File: src/rtl/uart_rx_ctrl.sv
// uart_rx_ctrl: receive-side sequencer of the UART peripheral.
// Ports: uart_clk, rstN (async, active-low); cfg_baud = uart_clk
//   cycles per bit; rx_en enables reception; rxd is the async serial
//   input; rx_data/rx_valid/rx_ready form the word handshake;
//   frame_err/parity_err/overrun_err are sticky until err_clr;
//   busy is high while a frame is in progress.
module uart_rx_ctrl #(
    parameter int unsigned DATA_BITS   = 8,
    parameter bit          PARITY_EN   = 1'b0,
    parameter bit          PARITY_ODD  = 1'b0,
    parameter int unsigned SYNC_STAGES = 2
) (
    input  logic                 uart_clk,
    input  logic                 rstN,
    input  logic [31:0]          cfg_baud,
    input  logic                 rx_en,
    input  logic                 rxd,
    output logic [DATA_BITS-1:0] rx_data,
    output logic                 rx_valid,
    input  logic                 rx_ready,
    output logic                 frame_err,
    output logic                 parity_err,
    output logic                 overrun_err,
    input  logic                 err_clr,
    output logic                 busy
);

    typedef enum logic [2:0] {
        S_IDLE,
        S_START,
        S_DATA,
        S_PARITY,
        S_STOP
    } state_t;

    state_t state_q;
    state_t state_d;

    logic [SYNC_STAGES-1:0] sync_q;
    logic                   rxs;

    logic [31:0]            tick_div;
    logic [31:0]            tick_cnt;
    logic                   tick;
    logic [3:0]             sample_cnt;
    logic                   mid_start;
    logic                   mid_bit;

    logic [DATA_BITS-1:0]   shreg;
    logic [3:0]             bit_cnt;
    logic                   last_bit;
    logic                   perr_pend;
    logic                   par_exp;

    logic                   shift_en;
    logic                   par_chk;
    logic                   done;
    logic                   accept;
    logic                   load;

    // ---------------------------------------------------------------
    // rxd synchronizer; stages reset to the idle (high) line level
    // ---------------------------------------------------------------
    always_ff @(posedge uart_clk or negedge rstN) begin
        if (!rstN) begin
            sync_q <= '1;
        end else begin
            sync_q <= {sync_q[SYNC_STAGES-2:0], rxd};
        end
    end

    assign rxs = sync_q[SYNC_STAGES-1];

    // ---------------------------------------------------------------
    // 16x oversampling tick, aligned to the start edge because the
    // counter is held at zero while idle
    // ---------------------------------------------------------------
    always_comb begin
        tick_div = cfg_baud >> 4;
        if (tick_div == 32'd0) begin
            tick_div = 32'd1;
        end
    end

    // >= rather than == so a live shrink of cfg_baud cannot strand
    // the counter above its new terminal value
    assign tick = (state_q != S_IDLE) &&
                  (tick_cnt >= tick_div - 32'd1);

    always_ff @(posedge uart_clk or negedge rstN) begin
        if (!rstN) begin
            tick_cnt <= 32'd0;
        end else if (state_q == S_IDLE || tick) begin
            tick_cnt <= 32'd0;
        end else begin
            tick_cnt <= tick_cnt + 32'd1;
        end
    end

    assign mid_start = tick && (sample_cnt == 4'd7);
    assign mid_bit   = tick && (sample_cnt == 4'd15);

    // Restarted at mid start bit so every later bit is sampled at
    // its centre, 16 ticks apart.
    always_ff @(posedge uart_clk or negedge rstN) begin
        if (!rstN) begin
            sample_cnt <= 4'd0;
        end else if (state_q == S_IDLE) begin
            sample_cnt <= 4'd0;
        end else if (state_q == S_START && mid_start) begin
            sample_cnt <= 4'd0;
        end else if (tick) begin
            sample_cnt <= sample_cnt + 4'd1;
        end
    end

    // ---------------------------------------------------------------
    // Frame FSM: state register
    // ---------------------------------------------------------------
    always_ff @(posedge uart_clk or negedge rstN) begin
        if (!rstN) begin
            state_q <= S_IDLE;
        end else begin
            state_q <= state_d;
        end
    end

    assign last_bit = (bit_cnt == 4'(DATA_BITS - 1));

    // ---------------------------------------------------------------
    // Frame FSM: next state
    // ---------------------------------------------------------------
    always_comb begin
        state_d = state_q;
        if (state_q != S_IDLE && !rx_en) begin
            state_d = S_IDLE;
        end else begin
            unique case (state_q)
                S_IDLE: begin
                    if (rx_en && !rxs) begin
                        state_d = S_START;
                    end
                end
                S_START: begin
                    if (mid_start) begin
                        state_d = rxs ? S_IDLE : S_DATA;
                    end
                end
                S_DATA: begin
                    if (mid_bit && last_bit) begin
                        state_d = PARITY_EN ? S_PARITY : S_STOP;
                    end
                end
                S_PARITY: begin
                    if (mid_bit) begin
                        state_d = S_STOP;
                    end
                end
                S_STOP: begin
                    // leave at mid stop bit so a back-to-back start
                    // edge is not missed
                    if (mid_bit) begin
                        state_d = S_IDLE;
                    end
                end
                default: begin
                    state_d = S_IDLE;
                end
            endcase
        end
    end

    // ---------------------------------------------------------------
    // Frame FSM: outputs
    // ---------------------------------------------------------------
    always_comb begin
        busy     = (state_q != S_IDLE);
        shift_en = 1'b0;
        par_chk  = 1'b0;
        done     = 1'b0;
        if (rx_en) begin
            unique case (state_q)
                S_DATA:   shift_en = mid_bit;
                S_PARITY: par_chk  = mid_bit;
                S_STOP:   done     = mid_bit;
                default:  ;
            endcase
        end
    end

    // ---------------------------------------------------------------
    // Data path: shift register, bit count, parity check
    // ---------------------------------------------------------------
    assign par_exp = (^shreg) ^ PARITY_ODD;

    always_ff @(posedge uart_clk or negedge rstN) begin
        if (!rstN) begin
            shreg     <= '0;
            bit_cnt   <= 4'd0;
            perr_pend <= 1'b0;
        end else begin
            if (state_q == S_IDLE) begin
                bit_cnt   <= 4'd0;
                perr_pend <= 1'b0;
            end
            if (shift_en) begin
                // LSB arrives first and ends up at bit 0
                shreg   <= {rxs, shreg[DATA_BITS-1:1]};
                bit_cnt <= bit_cnt + 4'd1;
            end
            if (par_chk && (rxs != par_exp)) begin
                perr_pend <= 1'b1;
            end
        end
    end

    // ---------------------------------------------------------------
    // Output handshake
    // ---------------------------------------------------------------
    assign accept = rx_valid && rx_ready;
    assign load   = done && (!rx_valid || accept);

    always_ff @(posedge uart_clk or negedge rstN) begin
        if (!rstN) begin
            rx_data  <= '0;
            rx_valid <= 1'b0;
        end else if (load) begin
            // a new word replaces one accepted in the same cycle
            rx_data  <= shreg;
            rx_valid <= 1'b1;
        end else if (accept) begin
            rx_valid <= 1'b0;
        end
    end

    // ---------------------------------------------------------------
    // Sticky error flags; a set beats a coincident clear
    // ---------------------------------------------------------------
    always_ff @(posedge uart_clk or negedge rstN) begin
        if (!rstN) begin
            frame_err   <= 1'b0;
            parity_err  <= 1'b0;
            overrun_err <= 1'b0;
        end else begin
            if (done && !rxs) begin
                frame_err <= 1'b1;
            end else if (err_clr) begin
                frame_err <= 1'b0;
            end
            if (done && perr_pend) begin
                parity_err <= 1'b1;
            end else if (err_clr) begin
                parity_err <= 1'b0;
            end
            if (done && rx_valid && !rx_ready) begin
                overrun_err <= 1'b1;
            end else if (err_clr) begin
                overrun_err <= 1'b0;
            end
        end
    end

endmodule
File: config.mk
export PLATFORM = sky130hd
export DESIGN_NAME = uart_rx_ctrl
export DESIGN_NICKNAME = d
export VERILOG_FILES = /design/src/rtl/uart_rx_ctrl.sv
export SDC_FILE = /design/constraint.sdc
export NUM_CORES = 1
export LEC_CHECK = 0
export CAP_MARGIN = 15
export CORE_MARGIN = 5
export CORE_UTILIZATION = 46
export DETAILED_ROUTE_END_ITERATION = 8
export PLACE_DENSITY = 0.68
export SYNTH_ARGS = -nofsm -noshare
export SYNTH_HDL_FRONTEND = slang
export SYNTH_SLANG_ARGS = --single-unit
File: constraint.sdc
create_clock -name uart_clk -period 6.98 [get_ports uart_clk]
set_clock_uncertainty 0.1 [all_clocks]
set_input_delay 0.698 -clock uart_clk [delete_from_list [all_inputs] [get_ports uart_clk]]
set_output_delay 0.698 -clock uart_clk [all_outputs]
set_load 0.05 [all_outputs]
==> out/results.tsv <==
stage	metric	value	unit
place	gpl congestion	0.8202	
drt	post-route DRC violation count	0	
clock_tree	Worst-path clk slew	80	ps
place	dpl cells	601	
setup_path	critical path data arrival time	5980	ps
setup_path	CP max stage delay	560	ps
power	total net switching power	282.3	uW
floorplanning	IO Count	51	
drt	Initial DRC Count	156	
power	Clock Power Share	33.5	%
grt	initial antenna violation count	0	
clock_tree	postcts setup bufs	0	
timing	Worst-Margin Slew	979.5	ps
yosys	Mapped Cells	446	
drt	Vias per Instance	5.418	
yosys	synthesized area per cell	9.636	sq um
floorplanning	row count	35	
timing	Max Fclk	171.2	MHz
yosys	YS warnings	0	
drt	Avg WL per Cell	14.00	microns
timing	RSZ-0062 raised after global routing	false	
job	Max-Cap Viols	0	
power	Pleak	0.002167	uW
clock_tree	hold-fix buffer count after cts	0	
drt	final wirelength	8638	microns
yosys	top cells by area, synth	dfrtp_1 (37%), ha_1 (10%), xnor2_1 (6.5%)	
timing	Sum Neg Setup Slack	0	ps
min_path	kind of path behind the tightest hold check	reg -> reg	
floorplanning	Horiz. Die Dim	106.7	microns
setup_path	Crit path buffers/inverters	2	
power	Comb pwr share	19.2	%
setup_path	startpoint class of the critical path	input port	
floorplanning	Starting Density	46.73	%
timing	Slew headroom	34.20	%
clock_tree	CTS Buf Count	9	
drt	Antenna Violating Nets Remaining	0	
floorplanning	CORE AREA	9196	sq um
clock_tree	clk sinks	66	
setup_path	crit-path max FO	10	
floorplanning	Die Y	106.7	microns
setup_path	Worst path slowest cell	clkdlybuf4s50_1	
power	VDD IR-drop max	143.2	uV
clock_tree	H-tree lvl count	3	
final_layout	Reg area	1654	sq um
drt	first-pass detailed-route iteration total	4	
setup_path	Req. time, crit path	7120	ps
grt	largest net degree at the start of global routing	67	
timing	Final Max Tran Viols	0	
clock_tree	PostCTS Resize Cnt	0	
place	post-DP HPWL	6492	microns
timing	Fin. Hold Viols	0	
setup_path	crit path cell chain	clkdlybuf4s50_1, or4_2, nor4_4, buf_4, nand3_1, o31a_2, ha_1, nand2b_1, or3_2, nor4_4, nand3_1, nor4_1, xnor2_1, ha_1, nand4_1, nor3_1, a21oi_1, o211ai_1, a31o_2, and3_1, mux2_2	
yosys	Post-synth EDFFs	0	
power	Internal	586.2	uW
yosys	most frequent cell after synthesis	dfrtp_1	
clock_tree	CTS tree	yes	
yosys	sequential share of the synthesized area	38.49	%
yosys	synth unique cells	45	
yosys	Yosys top cell by area	dfrtp_1	
final_layout	Finished Layout Cells	617	
setup_path	crit end category	register	
setup_path	crit path kind	in -> reg	
timing	Final min period	5842	ps
power	power per standard cell area	171.0	nW/um^2
yosys	Primary FF master, synth	dfrtp_1	
floorplanning	Die ar.	11380	sq um
grt	first-pass GRT wire length	15240	microns
final_layout	final net count	575	
setup_path	delay-heaviest family, CP	simple AND/OR/NAND/NOR gates	
drt	vias	3343	
grt	vias in the first global route	3457	
final_layout	ANT cells	0	
clock_tree	CTS root buf	clkbuf_8	
clock_tree	clk buf depth	2	
place	Port Buffers	46	
timing	final period utilization	83.69	%
yosys	most frequent cells after synthesis	dfrtp_1 (64), nor2_1 (62), ha_1 (36)	
yosys	top-area cell type share of the netlist area	37.26	%
yosys	synthesized cell area	4298	sq um
final_layout	Fill cells	831	
final_layout	fraction of layout cells with a size suffix above 1	11.26	%
power	sequential fraction of design power	47.3	%
grt	gr usage total	16.42	%
run_status	outcome	finished clean	
place	DP Worst Slack	728.4	ps
timing	worst setup margin	1138	ps
final_layout	layout overhead on the synthesized area	18.20	%
grt	GRT overflow	0	
clock_tree	Clock Latency Late Sink	350	ps
yosys	Synth async-reset ratio	100.0	%
yosys	Seq cells post-synth	66	
timing	final setup fails	0	
power	switching share of total power	32.51	%
final_layout	Multi-input gate area	2569	sq um
==> power groups by stage <==
stage,clock network [uW],registers [uW],logic (uW)
3_3_place_gp,0,418,165
4_1_cts,298,410,170
6_report,291,410,167
5_1_grt,317,412,190
2_1_floorplan,0,408,110
3_5_place_dp,0,418,169
==> kinds of logic (layout without fill, tap and decap cells) <==
logic type,after synthesis,in the layout,share of synthesized area (%)
buf+inv,21,80,1.834
mux,24,24,6.143
flops,66,66,38.49
xor+xnor,62,62,12.63
simple gates,186,186,23.14
other cells,1,2,0.08725
compound gates,50,50,7.191
fa+ha+maj,36,36,10.48
==> stage by stage <==
step	utilization, %	total power [uW]	hold WS, ps	instance area, sq um
finish	55.24	868.5	259.1	5080
global route	55.24	920.2	269.3	5080
CTS	55.24	877.6	258.6	5080
detailed placement	53.32	586.5	246.8	4903
global placement	53.32	582.9	245.4	4903
floorplan	-	518.7	245.2	4302
==> cells in the final DEF, fill, tap and decap left out, types with 5 or more instances in the layout <==
master	netlist	routed
nand2b_1	5	5
a21oi_1	14	14
ha_1	36	36
nand3_1	20	20
nor2_1	62	62
inv_1	13	13
xnor2_1	32	32
clkbuf_8	0	9
clkdlybuf4s50_1	0	45
mux2i_1	5	5
or4_1	6	6
dfrtp_1	64	64
nand2_1	29	29
and3_1	9	9
nor3_1	8	8
xor2_1	30	30
o21ai_0	15	15
and4_1	5	5
mux2_2	19	19
buf_4	0	5
nand4_1	16	16
==> cell type report <==
class,count,share of cell area [%]
sequential,66,32.56
inverter,13,0.9606
clock buffer,9,2.438
clock inverter,7,1.034
multi-input combinational,360,50.57
timing repair buffer,51,9.704
tap,111,2.734
==> worst register-to-register path, delay by kind of cell (launching register included) <==
kind,cells,cell delay [ps]
fa+ha+maj,1,340
flops,1,460
mux,1,290
buf+inv,1,260
simple gates,1,70
compound gates,5,1240
==> per-layer routing <==
metal / routed length, microns / vias up / GRT usage [%]
li1: - / 1707 / -
met1: 4051 / 1569 / 20.69
met2: 4051 / 56 / 27.16
met3: 389 / 11 / 5.358
met4: 146 / 0 / 4.384
met5: 0 / - / 0
==> final timing paths <==
kind	startpoint	endpoint	slack [ps]	cells after the start
max reg2reg	tick_cnt[5]	state_q[0]	4110	9
min reg2reg	sync_q[0]	sync_q[1]	260	0
max in group asynchronous	rstN	tick_cnt[1]	5820	2
min in group asynchronous	rstN	tick_cnt[16]	410	2
min	sync_q[0]	sync_q[1]	260	0
max	cfg_baud[14]	shreg[6]	1140	21
==> registers in the layout (all words and copies together) (netlist names) <==
register / count
bit_cnt: 4
frame_err: 1
overrun_err: 1
state_q: 3
parity_err: 1
shreg: 8
perr_pend: 1
rx_data: 8
sample_cnt: 4
tick_cnt: 32
rx_valid: 1
sync_q: 2
Power figures use the tool's default switching activity.
